===== config.mk =====
export PLATFORM = sky130hd
export DESIGN_NAME = dsp_fetch_queue
export DESIGN_NICKNAME = d
export VERILOG_FILES = /design/src/rtl/dsp_fetch_queue.sv
export SDC_FILE = /design/constraint.sdc
export NUM_CORES = 1
export LEC_CHECK = 0
export ABC_AREA = 0
export CORE_MARGIN = 1
export CORE_UTILIZATION = 30
export DETAILED_ROUTE_END_ITERATION = 6
export PLACE_DENSITY_LB_ADDON = 0.1
export SLEW_MARGIN = 10
export SYNTH_ARGS = -nofsm -noshare
export SYNTH_HDL_FRONTEND = slang
export SYNTH_SLANG_ARGS = --single-unit
export TNS_END_PERCENT = 10

===== constraint.sdc =====
create_clock -name clk -period 2.91 [get_ports clk]
set_input_delay 0.582 -clock clk [delete_from_list [all_inputs] [get_ports clk]]
set_output_delay 0.582 -clock clk [all_outputs]
set_load 0.02 [all_outputs]

===== src/rtl/dsp_fetch_queue.sv =====
// Instruction fetch stage: PC-driven memory reads feeding a DEPTH-entry prefetch queue toward decode.
// Define DSP_FETCH_PERF_EN to add the stall_count port (cycles with no valid instruction).
module dsp_fetch_queue #(
  parameter int ADDR_W = 16,
  parameter int INSTR_W = 32,
  parameter int DEPTH = 4,
  parameter logic [ADDR_W-1:0] RESET_PC = '0
) (
  input  logic               clk,
  input  logic               rst,
  output logic [ADDR_W-1:0]  read_addr,
  input  logic [INSTR_W-1:0] read_data,
  input  logic               jump_flag,
  input  logic [ADDR_W-1:0]  jump_addr,
  output logic [INSTR_W-1:0] instruction_out,
  output logic [ADDR_W-1:0]  instr_pc,
  output logic               instr_valid,
  input  logic               instr_ready
`ifdef DSP_FETCH_PERF_EN
  ,
  output logic [31:0]        stall_count
`endif
);
  localparam int PTR_W = $clog2(DEPTH);
  localparam int CNT_W = PTR_W + 1;

  logic [ADDR_W-1:0]  pc_q, pc_d;
  logic [ADDR_W-1:0]  ipc_q, ipc_d;
  logic               inflight_q, inflight_d;
  logic [PTR_W-1:0]   rd_ptr_q, rd_ptr_d, wr_ptr_q, wr_ptr_d;
  logic [CNT_W-1:0]   count_q, count_d;
  logic [INSTR_W-1:0] word_q [DEPTH];
  logic [ADDR_W-1:0]  wpc_q [DEPTH];

  logic             pop, push, issue, room;
  logic [CNT_W-1:0] occ;

  assign instr_valid     = (count_q != '0);
  assign read_addr       = pc_q;
  assign instruction_out = instr_valid ? word_q[rd_ptr_q] : '0;
  assign instr_pc        = instr_valid ? wpc_q[rd_ptr_q] : '0;

  always_comb begin
    pop   = instr_valid & instr_ready;
    push  = inflight_q & ~jump_flag;
    // a slot is reserved for the word in flight, so issue only when it is guaranteed a home
    occ   = count_q + CNT_W'(inflight_q);
    room  = occ < CNT_W'(DEPTH);
    issue = ~jump_flag & (room | pop);

    pc_d       = pc_q;
    ipc_d      = ipc_q;
    inflight_d = issue;
    rd_ptr_d   = rd_ptr_q;
    wr_ptr_d   = wr_ptr_q;
    count_d    = count_q;

    if (jump_flag) begin
      pc_d     = jump_addr;
      rd_ptr_d = '0;
      wr_ptr_d = '0;
      count_d  = '0;
    end else begin
      if (pop)  rd_ptr_d = rd_ptr_q + PTR_W'(1);
      if (push) wr_ptr_d = wr_ptr_q + PTR_W'(1);
      case ({push, pop})
        2'b10:   count_d = count_q + CNT_W'(1);
        2'b01:   count_d = count_q - CNT_W'(1);
        default: count_d = count_q;
      endcase
      if (issue) begin
        ipc_d = pc_q;
        pc_d  = pc_q + ADDR_W'(1);
      end
    end
  end

  always_ff @(posedge clk) begin
    if (!rst) begin
      pc_q       <= RESET_PC;
      ipc_q      <= '0;
      inflight_q <= 1'b0;
      rd_ptr_q   <= '0;
      wr_ptr_q   <= '0;
      count_q    <= '0;
    end else begin
      pc_q       <= pc_d;
      ipc_q      <= ipc_d;
      inflight_q <= inflight_d;
      rd_ptr_q   <= rd_ptr_d;
      wr_ptr_q   <= wr_ptr_d;
      count_q    <= count_d;
    end
  end

  // queue storage needs no reset; count gates what is visible
  always_ff @(posedge clk) begin
    if (rst && push) begin
      word_q[wr_ptr_q] <= read_data;
      wpc_q[wr_ptr_q]  <= ipc_q;
    end
  end

  always_ff @(posedge clk) begin
    if (rst) assert (!(push && count_q == CNT_W'(DEPTH)))
      else $error("dsp_fetch_queue: push into full queue");
  end

`ifdef DSP_FETCH_PERF_EN
  logic [31:0] stall_q, stall_d;

  always_comb begin
    stall_d = stall_q;
    if (!instr_valid && stall_q != 32'hFFFF_FFFF) stall_d = stall_q + 32'd1;
  end

  always_ff @(posedge clk) begin
    if (!rst) stall_q <= '0;
    else      stall_q <= stall_d;
  end

  assign stall_count = stall_q;
`endif

endmodule


==> impl_metrics.env <==
export IMPL_crit_end="instruction_out[24]"
export IMPL_worstPathArrival_ps=2220
export IMPL_power_per_cell_area_nw_per_um2=578
export IMPL_grt_util_all_layers=0.133
export IMPL_antenna_violations_before_repair=0
export IMPL_place_congestion=0.723
export IMPL_number_of_enable_type_register_cells_in_the_synthesized_netlist=192
export IMPL_synth_avg_cell_area_sq_um=16.8
export IMPL_worstMarginPinSlew_ps=655
export IMPL_cellLeakagePower_nw=4.02
export IMPL_synth_area_mux_share=0.120
export IMPL_cts_sinks=234
export IMPL_numCtsBuffers=25
export IMPL_drcViolationCount=0
export IMPL_timing_setup_tns_ps=0
export IMPL_via_per_inst=4.82
export IMPL_vdd_ir_drop_worst_mv=0.380
export IMPL_worst_setup_path_end_kind="output port"
export IMPL_post_synth_num_cell_types=41
export IMPL_drt_wirelength_per_cell_um=18.8
export IMPL_syn_area_sq_um=9270
export IMPL_totalWireLength_um=20700
export IMPL_timing_final_hold_violations=0
export IMPL_maxCapViolCount=0
export IMPL_n_antenna_cell=0
export IMPL_grt_first_pass_wirelength_um=32000
export IMPL_critical_path_buf_inv_count=3
export IMPL_cts_tree="built"
export IMPL_synth_cells=553
export IMPL_setup_worst_path_class="reg -> out"
export IMPL_max_clock_freq_mhz=356
export IMPL_synthesis_stage_register_bit_count=234
export IMPL_synth_most_common_cell="sky130_fd_sc_hd__edfxtp_1"
export IMPL_place_worst_setup_slack_ps=288
export IMPL_synth_largest_type_area_fraction=0.622
export IMPL_post_synth_fa_ha_maj_area_fraction=0.0103
export IMPL_globalRoute_totalOverflow=0
export IMPL_dominant_combinational_cell_family_by_area_after_synthesis="multiplexers"
export IMPL_cp_slowest_cell="sky130_fd_sc_hd__mux4_2"
export IMPL_worst_r2r_endpoint="count_q[2]"
export IMPL_layout_drive_gt1_share=0.161
export IMPL_final_period_minus_worst_setup_slack_ps=2810
export IMPL_post_synth_main_area_contributors="sky130_fd_sc_hd__edfxtp_1, sky130_fd_sc_hd__mux4_2, sky130_fd_sc_hd__dfxtp_1"
export IMPL_crit_path_cell_trace="buf_12, buf_12, mux4_2, and2_1, dlygate4sd2_1"
export IMPL_setup_ws_ps=104
export IMPL_cpLargestDelayFamily="buffers and inverters"
export IMPL_io_pins=117
export IMPL_antenna_violating_nets_post_route=0
export IMPL_worst_r2r_startpoint="count_q[0]"
export IMPL_required_time_of_the_worst_setup_path_ps=2330
export IMPL_clock_path_buffers=3
export IMPL_timing_reg2reg_setup_slack_ps=540
export IMPL_hold_class="reg -> reg"
export IMPL_cp_start_kind="register"
export IMPL_io_buffers=116
export IMPL_syn_nets=612
export IMPL_timing_critical_path_slowest_cell_delay_ps=490
export IMPL_hold_ws_ps=517
export IMPL_initial_core_util=0.304
export IMPL_ctsHoldBuffers=0
export IMPL_root_buffer="sky130_fd_sc_hd__clkbuf_16"
export IMPL_postSynth_asyncResetShare=0
export IMPL_min_period_over_period=0.964
export IMPL_die_h_um=178
export IMPL_clock_latency_ps=500
export IMPL_cp_num_cells=5
export IMPL_synth_warnings=0
export IMPL_synth_top_cells_by_count="sky130_fd_sc_hd__edfxtp_1, sky130_fd_sc_hd__and2_1, sky130_fd_sc_hd__mux4_2"
export IMPL_synthDominantAreaCellType="sky130_fd_sc_hd__edfxtp_1"
export IMPL_drt_first_iter_violations=375
export IMPL_totalPowerFinal_mw=6.82
export IMPL_synth_seq_area_share=0.712
export IMPL_num_fill_cells=2852
export IMPL_pin_count_of_the_biggest_net_entering_global_routing=52
export IMPL_dp_hpwl_um=12200
export IMPL_r2r_cells=9
export IMPL_finish_instance_area_sq_um=11800
export IMPL_path_clk_slew_ps=60
export IMPL_final_util=0.386
export IMPL_synth_xor_xnor_area_share=0.00567
export IMPL_run_status="finished clean"
export IMPL_dp_cells=1049
export IMPL_grt_pass1_vias=5494
export IMPL_drt_pass1_iterations=5
export IMPL_critical_path_peak_fanout=9
export IMPL_finalSetupViolations=0
export IMPL_core_region_area_sq_um=30500
export IMPL_rsz_0062_raised_after_global_routing="false"
export IMPL_finalMaxSlewViolations=0
export IMPL_layoutNonFillerInstCount=1100
export IMPL_clock_tree_htree_level_count=1
export IMPL_dr_total_vias=5301
export IMPL_die_area_sq_um=31600
export IMPL_dpl_cell_area_sq_um=11000
export IMPL_synth_compound_gate_area_share=0.0471
export IMPL_cpMostUsedCell="sky130_fd_sc_hd__buf_12"
export IMPL_yosys_most_used_dff="sky130_fd_sc_hd__edfxtp_1"
export IMPL_final_nets=747
export IMPL_die_x_um=178
export IMPL_synthSimpleGateAreaFrac=0.0854
export IMPL_fin_skew_ps=7.97
export IMPL_area_growth_synth_to_final_pct=27.1
export IMPL_placement_rows=64
export IMPL_maxSlewHeadroom=0.562
-- cell usage in the layout, fill, tap and decap left out, types with 5 or more instances in the layout --
master                            count
sky130_fd_sc_hd__dfxtp_1             40
sky130_fd_sc_hd__nand3_1             24
sky130_fd_sc_hd__clkbuf_16           25
sky130_fd_sc_hd__inv_1                8
sky130_fd_sc_hd__a21oi_1             20
sky130_fd_sc_hd__o21ai_0             36
sky130_fd_sc_hd__and2_1              51
sky130_fd_sc_hd__buf_12              11
sky130_fd_sc_hd__dlygate4sd2_1       47
sky130_fd_sc_hd__nand2_1              9
sky130_fd_sc_hd__a311oi_1             5
sky130_fd_sc_hd__clkdlybuf4s50_1     68
sky130_fd_sc_hd__ha_1                 6
sky130_fd_sc_hd__nor2_1              14
sky130_fd_sc_hd__buf_4               13
sky130_fd_sc_hd__clkinv_1             7
sky130_fd_sc_hd__a31oi_1              8
sky130_fd_sc_hd__edfxtp_1           192
sky130_fd_sc_hd__mux4_2              48
sky130_fd_sc_hd__nor2b_1              6
sky130_fd_sc_hd__clkbuf_1             6
-- where the power goes --
group,total (mW),internal [mW],switching (mW)
logic,0.320,0.161,0.159
clock network,2.79,1.61,1.18
registers,3.71,3.66,0.0531
total,6.82,5.43,1.39
-- worst min-delay path by stage --
stage / from / to / slack [ps] / cells past startpoint
after floorplan: ipc_q[0] / wpc_q[0][0] / 450 / 0
after global placement: ipc_q[2] / wpc_q[2][2] / 480 / 0
after detailed placement: ipc_q[2] / wpc_q[3][2] / 490 / 0
after CTS: ipc_q[2] / wpc_q[3][2] / 500 / 0
after global routing: ipc_q[2] / wpc_q[3][2] / 530 / 0
final: ipc_q[2] / wpc_q[3][2] / 520 / 0
-- kinds of logic after synthesis --
family / Yosys count
flip-flops: 234
AO/OA/AOI/OAI: 77
multiplexers: 51
buffers and inverters: 41
adder cells (fa/ha/maj): 7
AND/OR/NAND/NOR: 137
XOR/XNOR: 6
-- flip-flops by register name, summed over array words and instances, names as in the netlist, named ones only --
register / cells
wr_ptr_q: 2
wpc_q: 64
count_q: 3
ipc_q: 16
inflight_q: 1
read_addr: 16
word_q: 128
rd_ptr_q: 2
-- per-layer routing --
metal  wire length [um]  track usage  part of all wire
met3                940       0.0201             0.046
met5                  0            0                 0
met2               9670        0.218              0.47
met1               9770        0.186              0.47
met4                278       0.0313             0.013
-- layout make-up --
| class | instances | area (sq um) | share of cell area |
|---|---|---|---|
| flip-flops and latches | 234 | 6610 | 0.561 |
| multi-input cells | 278 | 2500 | 0.212 |
| repair buffers | 141 | 1440 | 0.122 |
| clock buffers | 33 | 676 | 0.0573 |
| well taps | 396 | 495 | 0.0420 |
| clock inverters | 10 | 41.3 | 0.00350 |
| inverters | 8 | 30.0 | 0.00255 |
-- timing repair --
| action | 4_1_cts | 5_1_grt |
|---|---|---|
| resized for setup | 51 | 0 |
| setup endpoints to repair | 48 | 1 |
| buffers inserted | 3 | 5 |
| pin swaps | 0 | 0 |
Power figures use the tool's default switching activity.
